**src/rtl/ps2_key_sequencer.sv**
```systemverilog
// Drains scan-code bytes from the ps2_keyboard FIFO, folds E0/F0 prefixes into
// single key events, and presents them on a valid/ready port with held-key tracking.
module ps2_key_sequencer #(
    parameter int CNT_W = 8
) (
    input  logic             clk,
    input  logic             rst,
    input  logic             kb_ready,
    input  logic [7:0]       kb_data,
    input  logic             kb_overflow,
    output logic             kb_nextdata_n,
    output logic             evt_valid,
    input  logic             evt_ready,
    output logic [7:0]       evt_code,
    output logic             evt_ext,
    output logic             evt_release,
    output logic             evt_repeat,
    output logic             key_down,
    output logic [CNT_W-1:0] press_count,
    output logic             overflow_sticky
);

    typedef enum logic [1:0] {
        IDLE,
        DECODE,
        EMIT
    } state_t;

    localparam logic [7:0] PFX_EXT = 8'hE0;
    localparam logic [7:0] PFX_BRK = 8'hF0;

    state_t           state_q, state_d;
    logic [7:0]       byte_q, byte_d;
    logic             nextdata_n_q, nextdata_n_d;
    logic             ext_q, ext_d;
    logic             brk_q, brk_d;
    logic             held_v_q, held_v_d;
    logic [7:0]       held_code_q, held_code_d;
    logic             held_ext_q, held_ext_d;
    logic             evt_valid_q, evt_valid_d;
    logic [7:0]       evt_code_q, evt_code_d;
    logic             evt_ext_q, evt_ext_d;
    logic             evt_release_q, evt_release_d;
    logic             evt_repeat_q, evt_repeat_d;
    logic [CNT_W-1:0] press_count_q, press_count_d;
    logic             overflow_q, overflow_d;
    logic             held_match;
    logic             repeat_hit;

    // held_match compares the decoded byte against the held key, ignoring held_v.
    assign held_match = (held_code_q == byte_q) && (held_ext_q == ext_q);
    assign repeat_hit = !brk_q && held_v_q && held_match;

    always_comb begin
        state_d       = state_q;
        byte_d        = byte_q;
        nextdata_n_d  = nextdata_n_q;
        ext_d         = ext_q;
        brk_d         = brk_q;
        held_v_d      = held_v_q;
        held_code_d   = held_code_q;
        held_ext_d    = held_ext_q;
        evt_valid_d   = evt_valid_q;
        evt_code_d    = evt_code_q;
        evt_ext_d     = evt_ext_q;
        evt_release_d = evt_release_q;
        evt_repeat_d  = evt_repeat_q;
        press_count_d = press_count_q;
        overflow_d    = overflow_q | kb_overflow;

        case (state_q)
            IDLE: begin
                if (kb_ready) begin
                    byte_d       = kb_data;
                    nextdata_n_d = 1'b0;
                    state_d      = DECODE;
                end
            end
            DECODE: begin
                nextdata_n_d = 1'b1;
                if (byte_q == PFX_EXT) begin
                    ext_d   = 1'b1;
                    state_d = IDLE;
                end else if (byte_q == PFX_BRK) begin
                    brk_d   = 1'b1;
                    state_d = IDLE;
                end else begin
                    evt_code_d    = byte_q;
                    evt_ext_d     = ext_q;
                    evt_release_d = brk_q;
                    evt_repeat_d  = repeat_hit;
                    evt_valid_d   = 1'b1;
                    ext_d         = 1'b0;
                    brk_d         = 1'b0;
                    state_d       = EMIT;
                    if (!brk_q) begin
                        held_code_d = byte_q;
                        held_ext_d  = ext_q;
                        held_v_d    = 1'b1;
                        if (!repeat_hit) begin
                            press_count_d = press_count_q + {{(CNT_W-1){1'b0}}, 1'b1};
                        end
                    end else if (held_match) begin
                        held_v_d = 1'b0;
                    end
                end
            end
            EMIT: begin
                if (evt_ready) begin
                    evt_valid_d = 1'b0;
                    state_d     = IDLE;
                end
            end
            default: begin
                state_d = IDLE;
            end
        endcase
    end

    always_ff @(posedge clk) begin
        if (rst) begin
            state_q       <= IDLE;
            byte_q        <= 8'h00;
            nextdata_n_q  <= 1'b1;
            ext_q         <= 1'b0;
            brk_q         <= 1'b0;
            held_v_q      <= 1'b0;
            held_code_q   <= 8'h00;
            held_ext_q    <= 1'b0;
            evt_valid_q   <= 1'b0;
            evt_code_q    <= 8'h00;
            evt_ext_q     <= 1'b0;
            evt_release_q <= 1'b0;
            evt_repeat_q  <= 1'b0;
            press_count_q <= '0;
            overflow_q    <= 1'b0;
        end else begin
            state_q       <= state_d;
            byte_q        <= byte_d;
            nextdata_n_q  <= nextdata_n_d;
            ext_q         <= ext_d;
            brk_q         <= brk_d;
            held_v_q      <= held_v_d;
            held_code_q   <= held_code_d;
            held_ext_q    <= held_ext_d;
            evt_valid_q   <= evt_valid_d;
            evt_code_q    <= evt_code_d;
            evt_ext_q     <= evt_ext_d;
            evt_release_q <= evt_release_d;
            evt_repeat_q  <= evt_repeat_d;
            press_count_q <= press_count_d;
            overflow_q    <= overflow_d;
        end
    end

    assign kb_nextdata_n   = nextdata_n_q;
    assign evt_valid       = evt_valid_q;
    assign evt_code        = evt_code_q;
    assign evt_ext         = evt_ext_q;
    assign evt_release     = evt_release_q;
    assign evt_repeat      = evt_repeat_q;
    assign key_down        = held_v_q;
    assign press_count     = press_count_q;
    assign overflow_sticky = overflow_q;

endmodule

```
**config.mk**
```make
export PLATFORM = sky130hd
export DESIGN_NAME = ps2_key_sequencer
export DESIGN_NICKNAME = d
export VERILOG_FILES = /design/src/rtl/ps2_key_sequencer.sv
export SDC_FILE = /design/constraint.sdc
export NUM_CORES = 1
export LEC_CHECK = 0
export CAP_MARGIN = 20
export CORE_UTILIZATION = 45
export CTS_CLUSTER_SIZE = 8
export DETAILED_ROUTE_END_ITERATION = 16
export DONT_BUFFER_PORTS = 1
export PLACE_DENSITY = 0.59
export SKIP_CTS_REPAIR_TIMING = 1
export SLEW_MARGIN = 0
export SYNTH_ARGS = -nofsm -noshare
export SYNTH_HDL_FRONTEND = slang
export SYNTH_SLANG_ARGS = --single-unit
```
**constraint.sdc**
```tcl
create_clock -name clk -period 4.4 [get_ports clk]
set_clock_uncertainty 0.05 [all_clocks]
set_input_delay 1.1 -clock clk [delete_from_list [all_inputs] [get_ports clk]]
set_output_delay 1.1 -clock clk [all_outputs]
set_load 0.02 [all_outputs]
```
# After elaboration in Yosys (flattened, before gate mapping)
# Index checks and enable logic that the tools add are counted.
# W data, S select, Z words.
[word_totals] reg_bits=44 input_bits=13 out_inout_bits=23 elab_cells=66
[classes] n_addsub=1 n_eq_ne=12 mux=16 bitwise=5 n_reduce_logical=17
[ops] op="$eq A8 B8 Y1 const B" n=2
[ops] op="$reduce_and A4 Y1" n=3
[ops] op="$ne A2 B2 Y1 const B" n=5
[ops] op="$reduce_and A2 Y1" n=5
[ops] op="$mux W1" n=9
[ops] op="$add A8 B1 Y8 const B" n=1
[ops] op="$eq A8 B8 Y1" n=1
[ops] op="$mux W2" n=4
[ops] op="$pmux W2 S3" n=1
[ops] op="$reduce_and A5 Y1" n=1
[ops] op="$not A1 Y1" n=4
[ops] op="$pmux W1 S2" n=2
[ops] op="$reduce_bool A2 Y1" n=2
[ops] op="$logic_and A1 B1 Y1" n=3
[ops] op="$reduce_and A3 Y1" n=1
[ops] op="$eq A2 B1 Y1 const B" n=1
[ops] op="$eq A2 B2 Y1 const B" n=1
[ops] op="$logic_not A2 Y1" n=1
[ops] op="$ne A2 B1 Y1 const B" n=1
[ops] op="$eq A1 B1 Y1" n=1
[ops] op="$logic_not A1 Y1" n=1
[ops] op="$or A1 B1 Y1" n=1

# Depth between registers and ports, before layout
[depth] word_depth=5 ltp_mapped=7

# Worst setup path before layout
# Ideal clock, no wire load.
[synth_timing] path_kind="input-to-reg" startpoint="input port rst" endpoint="register byte_q[2]" setup_ns=0.128 arrival_time_ns=1.990 required_time_ns=4.222 path_slack_ns=2.232 path_stages=4 path_buffers=3 path_cell_list="clkbuf_1 > buf_1 > clkbuf_1 > nor2_1"
[synth_rtl] element="start: declaration" line_no="7" rtl="input logic rst,"
[synth_rtl] element="end signal: assignment" line_no="139" rtl="byte_q <= byte_d;"
[synth_rtl] element="end: declaration" line_no="33" rtl="logic [7:0] byte_q, byte_d;"
# No word-level cell between the ends.

# Worst setup path in the final report
[layout_timing] startpoint="register byte_q[3]" endpoint="register press_count_q[4] (netlist: press_count[4])"
[layout_between] elab_chain_len=5
[layout_lines] element="$eq A8 B8 Y1" line_no="51" rtl="assign held_match = (held_code_q == byte_q) && (held_ext_q == ext_q);"
[layout_lines] element="$logic_and A1 B1 Y1" line_no="51"
[layout_lines] element="$logic_and A1 B1 Y1" line_no="52" rtl="assign repeat_hit = !brk_q && held_v_q && held_match;"
[layout_lines] element="$not A1 Y1 (no line)"
[layout_lines] element="$reduce_and A5 Y1 (no line) (*)"
[layout_lines] element="end signal: assignment" line_no="151" rtl="press_count_q <= press_count_d;"
[layout_lines] element="end: declaration" line_no="45" rtl="logic [CNT_W-1:0] press_count_q, press_count_d;"
# Every way passes the cells marked *; elsewhere a longest branch is shown, timed or not.
# A chain may end at the register's enable or synchronous reset.

==> impl_results.html <==
<table>
<tr><th>Metric</th><th>Value</th></tr>
<tr><th colspan="2">Floorplanning</th></tr>
<tr><td>Overall die height</td><td>65.4 um</td></tr>
<tr><td>Die Outline Area</td><td>4280 um^2</td></tr>
<tr><td>I/O pin count</td><td>36</td></tr>
<tr><td>Site row count</td><td>22</td></tr>
<tr><td>Initial standard-cell utilization of the core</td><td>48.0%</td></tr>
<tr><td>Die extent in x</td><td>65.4 um</td></tr>
<tr><td>Core region area</td><td>3770 um^2</td></tr>
<tr><th colspan="2">Yosys</th></tr>
<tr><td>Number of nets produced by synthesis</td><td>211</td></tr>
<tr><td>Synth Area in Compound Gates</td><td>7.60%</td></tr>
<tr><td>Post-synthesis register bit count</td><td>44</td></tr>
<tr><td>Multiplexer fraction of the synthesized cell area</td><td>12.5%</td></tr>
<tr><td>Count of mapped cells out of synthesis</td><td>197</td></tr>
<tr><td>Simple-Gate Fraction of Synth Area</td><td>23.4%</td></tr>
<tr><td>Number of synthesized flops with an enable pin</td><td>0</td></tr>
<tr><td>Post-synthesis adder-cell area fraction</td><td>0.691%</td></tr>
<tr><td>Fraction of the yosys area taken by sequential cells</td><td>48.7%</td></tr>
<tr><td>Primary flip-flop cell chosen by synthesis mapping</td><td>dfxtp_1</td></tr>
<tr><td>Post-synth design cell area</td><td>1810 um^2</td></tr>
<tr><td>Synth warnings</td><td>0</td></tr>
<tr><td>Post-synth cell types</td><td>30</td></tr>
<tr><td>Syn Area/Cell</td><td>9.19 um^2</td></tr>
<tr><td>Asr flop ratio synth</td><td>0%</td></tr>
<tr><td>Post-synthesis xor/xnor area fraction</td><td>4.35%</td></tr>
<tr><td>Main combinational cell family by area after synthesis</td><td>simple AND/OR/NAND/NOR gates</td></tr>
<tr><td>Synth top area cells</td><td>dfxtp_1 (49%), mux2i_1 (9.4%), nor2_1 (7.5%)</td></tr>
<tr><td>Cell type with the largest total area after synthesis</td><td>dfxtp_1</td></tr>
<tr><td>Area share of the largest cell type after synthesis</td><td>48.7%</td></tr>
<tr><th colspan="2">Setup path</th></tr>
<tr><td>Setup slack, reg-to-reg</td><td>1.85 ns</td></tr>
<tr><td>Reg2Reg Launch Point</td><td>byte_q[3]</td></tr>
<tr><td>Reg-to-reg endpoint</td><td>press_count[4]</td></tr>
<tr><td>Maximum cell stage delay along the critical path</td><td>0.56 ns</td></tr>
<tr><td>Startpoint type of the worst setup path</td><td>register</td></tr>
<tr><td>Path depth of the worst reg2reg path</td><td>5</td></tr>
<tr><td>Sequence of cells on the critical path</td><td>and4bb_1 -&gt; a31oi_4 -&gt; nand2b_2 -&gt; nor4b_1 -&gt; mux2_2</td></tr>
<tr><td>Arrival @ worst endpoint</td><td>2.69 ns</td></tr>
<tr><td>Critical Path Fanout Max</td><td>19</td></tr>
<tr><td>Bufs and invs on worst path</td><td>0</td></tr>
<tr><td>CP Class</td><td>reg2reg</td></tr>
<tr><td>Library cell contributing the largest single delay on the critical path</td><td>a31oi_4</td></tr>
<tr><td>Cell family contributing the most delay on the critical path</td><td>simple AND/OR/NAND/NOR gates</td></tr>
<tr><td>Data required time of the worst path</td><td>4.54 ns</td></tr>
<tr><td>Kind of capture point of the worst setup path</td><td>register</td></tr>
<tr><th colspan="2">Clock tree</th></tr>
<tr><td>H-tree depth reported by CTS</td><td>2</td></tr>
<tr><td>Clock root buffer</td><td>clkbuf_8</td></tr>
<tr><td>Clock tree from TritonCTS</td><td>built</td></tr>
<tr><td>Clock Pin Slew Worst Setup and Hold Paths</td><td>0.08 ns</td></tr>
<tr><td>Number of buffers created by CTS</td><td>5</td></tr>
<tr><td>Maximum buffer depth of the clock tree</td><td>2</td></tr>
<tr><td>Number of sinks on the clock net</td><td>44</td></tr>
<tr><td>Clock insertion delay at the later pin of the skew report</td><td>0.30 ns</td></tr>
<tr><th colspan="2">Global routing</th></tr>
<tr><td>Pin count of the biggest net entering global routing</td><td>51</td></tr>
<tr><td>Global-route congestion overflow total</td><td>0</td></tr>
<tr><td>Initial antenna violation count</td><td>0</td></tr>
<tr><td>Global-route wire length before repair</td><td>5860 um</td></tr>
<tr><td>Vias in the first global route</td><td>1224</td></tr>
<tr><td>Overall global routing resource usage</td><td>18.8%</td></tr>
<tr><th colspan="2">Timing</th></tr>
<tr><td>Worst slew pin tran</td><td>1.01 ns</td></tr>
<tr><td>Final-report setup violation count</td><td>0</td></tr>
<tr><td>Count of final max-slew check failures</td><td>0</td></tr>
<tr><td>FMAX</td><td>392 MHz</td></tr>
<tr><td>Unrepaired setup endpoints after global routing</td><td>false</td></tr>
<tr><td>Final number of hold-violating endpoints</td><td>0</td></tr>
<tr><td>Final worst-path cycle share</td><td>57.9%</td></tr>
<tr><td>Clock period minus final worst setup slack</td><td>2.55 ns</td></tr>
<tr><td>Rel. slew slack</td><td>32.2%</td></tr>
<tr><td>Setup TNS</td><td>0 ns</td></tr>
<tr><th colspan="2">Finish</th></tr>
<tr><td>Most common library cell in the layout ignoring fill and taps</td><td>dfxtp_1</td></tr>
<tr><td>Number of fill cells</td><td>350</td></tr>
<tr><td>Post-synthesis to final-layout area growth</td><td>7.12%</td></tr>
<tr><td>Fraction of final layout cells sized beyond drive strength 1</td><td>8.16%</td></tr>
<tr><td>Antenna diode instance count</td><td>0</td></tr>
<tr><td>Net total in the final layout</td><td>209</td></tr>
<tr><td>Final standard cell area without fillers</td><td>1940 um^2</td></tr>
<tr><td>Leading cell types in the layout, fill and taps excluded</td><td>dfxtp_1 (44), nor2_1 (36), nand2_1 (19), mux2i_1 (17), a21oi_1 (14)</td></tr>
<tr><th colspan="2">Route</th></tr>
<tr><td>First drt pass iteration count</td><td>4</td></tr>
<tr><td>DR DRC count</td><td>0</td></tr>
<tr><td>Average vias per placed instance</td><td>5.34</td></tr>
<tr><td>Antenna-violating nets left</td><td>0</td></tr>
<tr><td>Total wire length after detailed routing</td><td>3480 um</td></tr>
<tr><td>WL per Instance</td><td>14.3 um</td></tr>
<tr><td>Number of DRC markers after the initial detailed-route iteration</td><td>68</td></tr>
<tr><td>Via count of the routed design</td><td>1303</td></tr>
<tr><th colspan="2">Worst hold path</th></tr>
<tr><td>HP Class</td><td>reg2reg</td></tr>
<tr><td>Worst Hold Launch</td><td>held_code_q[4]</td></tr>
<tr><td>Hold EP</td><td>held_code_q[4]</td></tr>
<tr><td>Hold Path Cell Cnt</td><td>2</td></tr>
<tr><th colspan="2">Pwr</th></tr>
<tr><td>Power density over cell area</td><td>415 nW/um^2</td></tr>
<tr><td>Worst IR drop on VDD</td><td>0.000247 V</td></tr>
<tr><td>Sequential Power Share</td><td>54.4%</td></tr>
<tr><td>Share of total power in combinational logic</td><td>7.5%</td></tr>
<tr><td>Net Sw Power</td><td>198 uW</td></tr>
<tr><td>Clock share of power</td><td>38.1%</td></tr>
<tr><td>Leakage dissipation</td><td>0.000702 uW</td></tr>
<tr><td>Switching fraction of total power</td><td>24.5%</td></tr>
<tr><td>Int Pwr</td><td>608 uW</td></tr>
<tr><th colspan="2">Job</th></tr>
<tr><td>Max-cap violation count</td><td>0</td></tr>
<tr><th colspan="2">Status</th></tr>
<tr><td>Result of the run</td><td>finished, final reports clean</td></tr>
<tr><th colspan="2">Placement</th></tr>
<tr><td>Routability Congestion</td><td>0.793</td></tr>
<tr><td>DPL Wire Length</td><td>2310 um</td></tr>
<tr><td>Number of I/O port buffers</td><td>0</td></tr>
<tr><td>Area post-placement</td><td>1830 um^2</td></tr>
</table>
worst reg2reg max path, stage by stage, from the launching register on:
cell,delay (ns)
dfxtp_1,0.42
and4bb_1,0.27
a31oi_4,0.56
nand2b_2,0.38
nor4b_1,0.39
mux2_2,0.37
logic make-up after synthesis:
| family | count (synthesis) |
|---|---|
| DFF | 44 |
| AOI/OAI and AO/OA | 21 |
| adders and majority gates | 1 |
| xor gates and xnor gates | 9 |
| buffers and inverters | 11 |
| and+or+nand+nor | 89 |
| muxes | 22 |
power by group through the flow:
stage / clock (uW) / combinational [uW] / sequential [uW]
5_1_grt: 341 / 67.7 / 441
3_5_place_dp: 0 / 61.1 / 448
3_3_place_gp: 0 / 59.3 / 447
6_report: 307 / 60.7 / 438
2_1_floorplan: 0 / 58.1 / 443
4_1_cts: 317 / 61.4 / 439
metal layers:
metal	part of all wire (%)	track usage, %	up-vias
met5	0	0	-
met4	1.6	8.15	0
met3	7.9	9.03	6
met2	44	27.3	35
met1	46	23.4	598
li1	-	-	664
synth_stat cells (all sizes together) (2+ instances only):
library cell and instances:
dfxtp 44, nor2 36, nand2 19, mux2i 17
a21oi 14, xnor2 9, nor2b 7, nor3 7
clkbuf 6, nand3 6, mux2 5, nand2b 5
buf 3, o31ai 3, a31oi 2, and3 2
inv 2, nor3b 2, or4 2
state kept, by name, indices dropped and copies added (netlist names), 2 cells and up:
signal / flops
byte_q: 8
evt_code: 8
held_code_q: 8
press_count: 8
state_q: 2
layout make-up:
class | instances | area (um^2) | share of cell area [%]
clock inverter | 3 | 42.5 | 2.19
multi-input combinational | 142 | 880 | 45.4
clock buffer | 5 | 68.8 | 3.55
tap | 48 | 60.1 | 3.10
inverter | 2 | 7.51 | 0.387
sequential | 44 | 881 | 45.4
worst max path at each step:
stage | startpoint | endpoint | slack, ns | cells after the start
after floorplan | rst | byte_q[2] | 2.23 | 4
after global placement | byte_q[3] | press_count[4] | 1.94 | 5
after detailed placement | byte_q[3] | press_count[4] | 1.86 | 5
after CTS | byte_q[3] | press_count[4] | 1.83 | 5
after global routing | byte_q[3] | press_count[4] | 1.69 | 5
final | byte_q[3] | press_count[4] | 1.85 | 5
through the flow:
stage | util [%] | total power (uW) | hold WS (ns) | worst slack, ns | std cells
6_report | 51.4 | 806 | 0.415 | 1.85 | 244
5_1_grt | 51.4 | 850 | 0.441 | 1.69 | 244
4_1_cts | 51.4 | 817 | 0.418 | 1.83 | 244
3_5_place_dp | 48.5 | 509 | 0.407 | 1.86 | 236
3_3_place_gp | 48.5 | 507 | 0.401 | 1.94 | 236
2_1_floorplan | - | 502 | 0.397 | 2.23 | 197
Note: power is estimated with default switching activity, not from simulation.
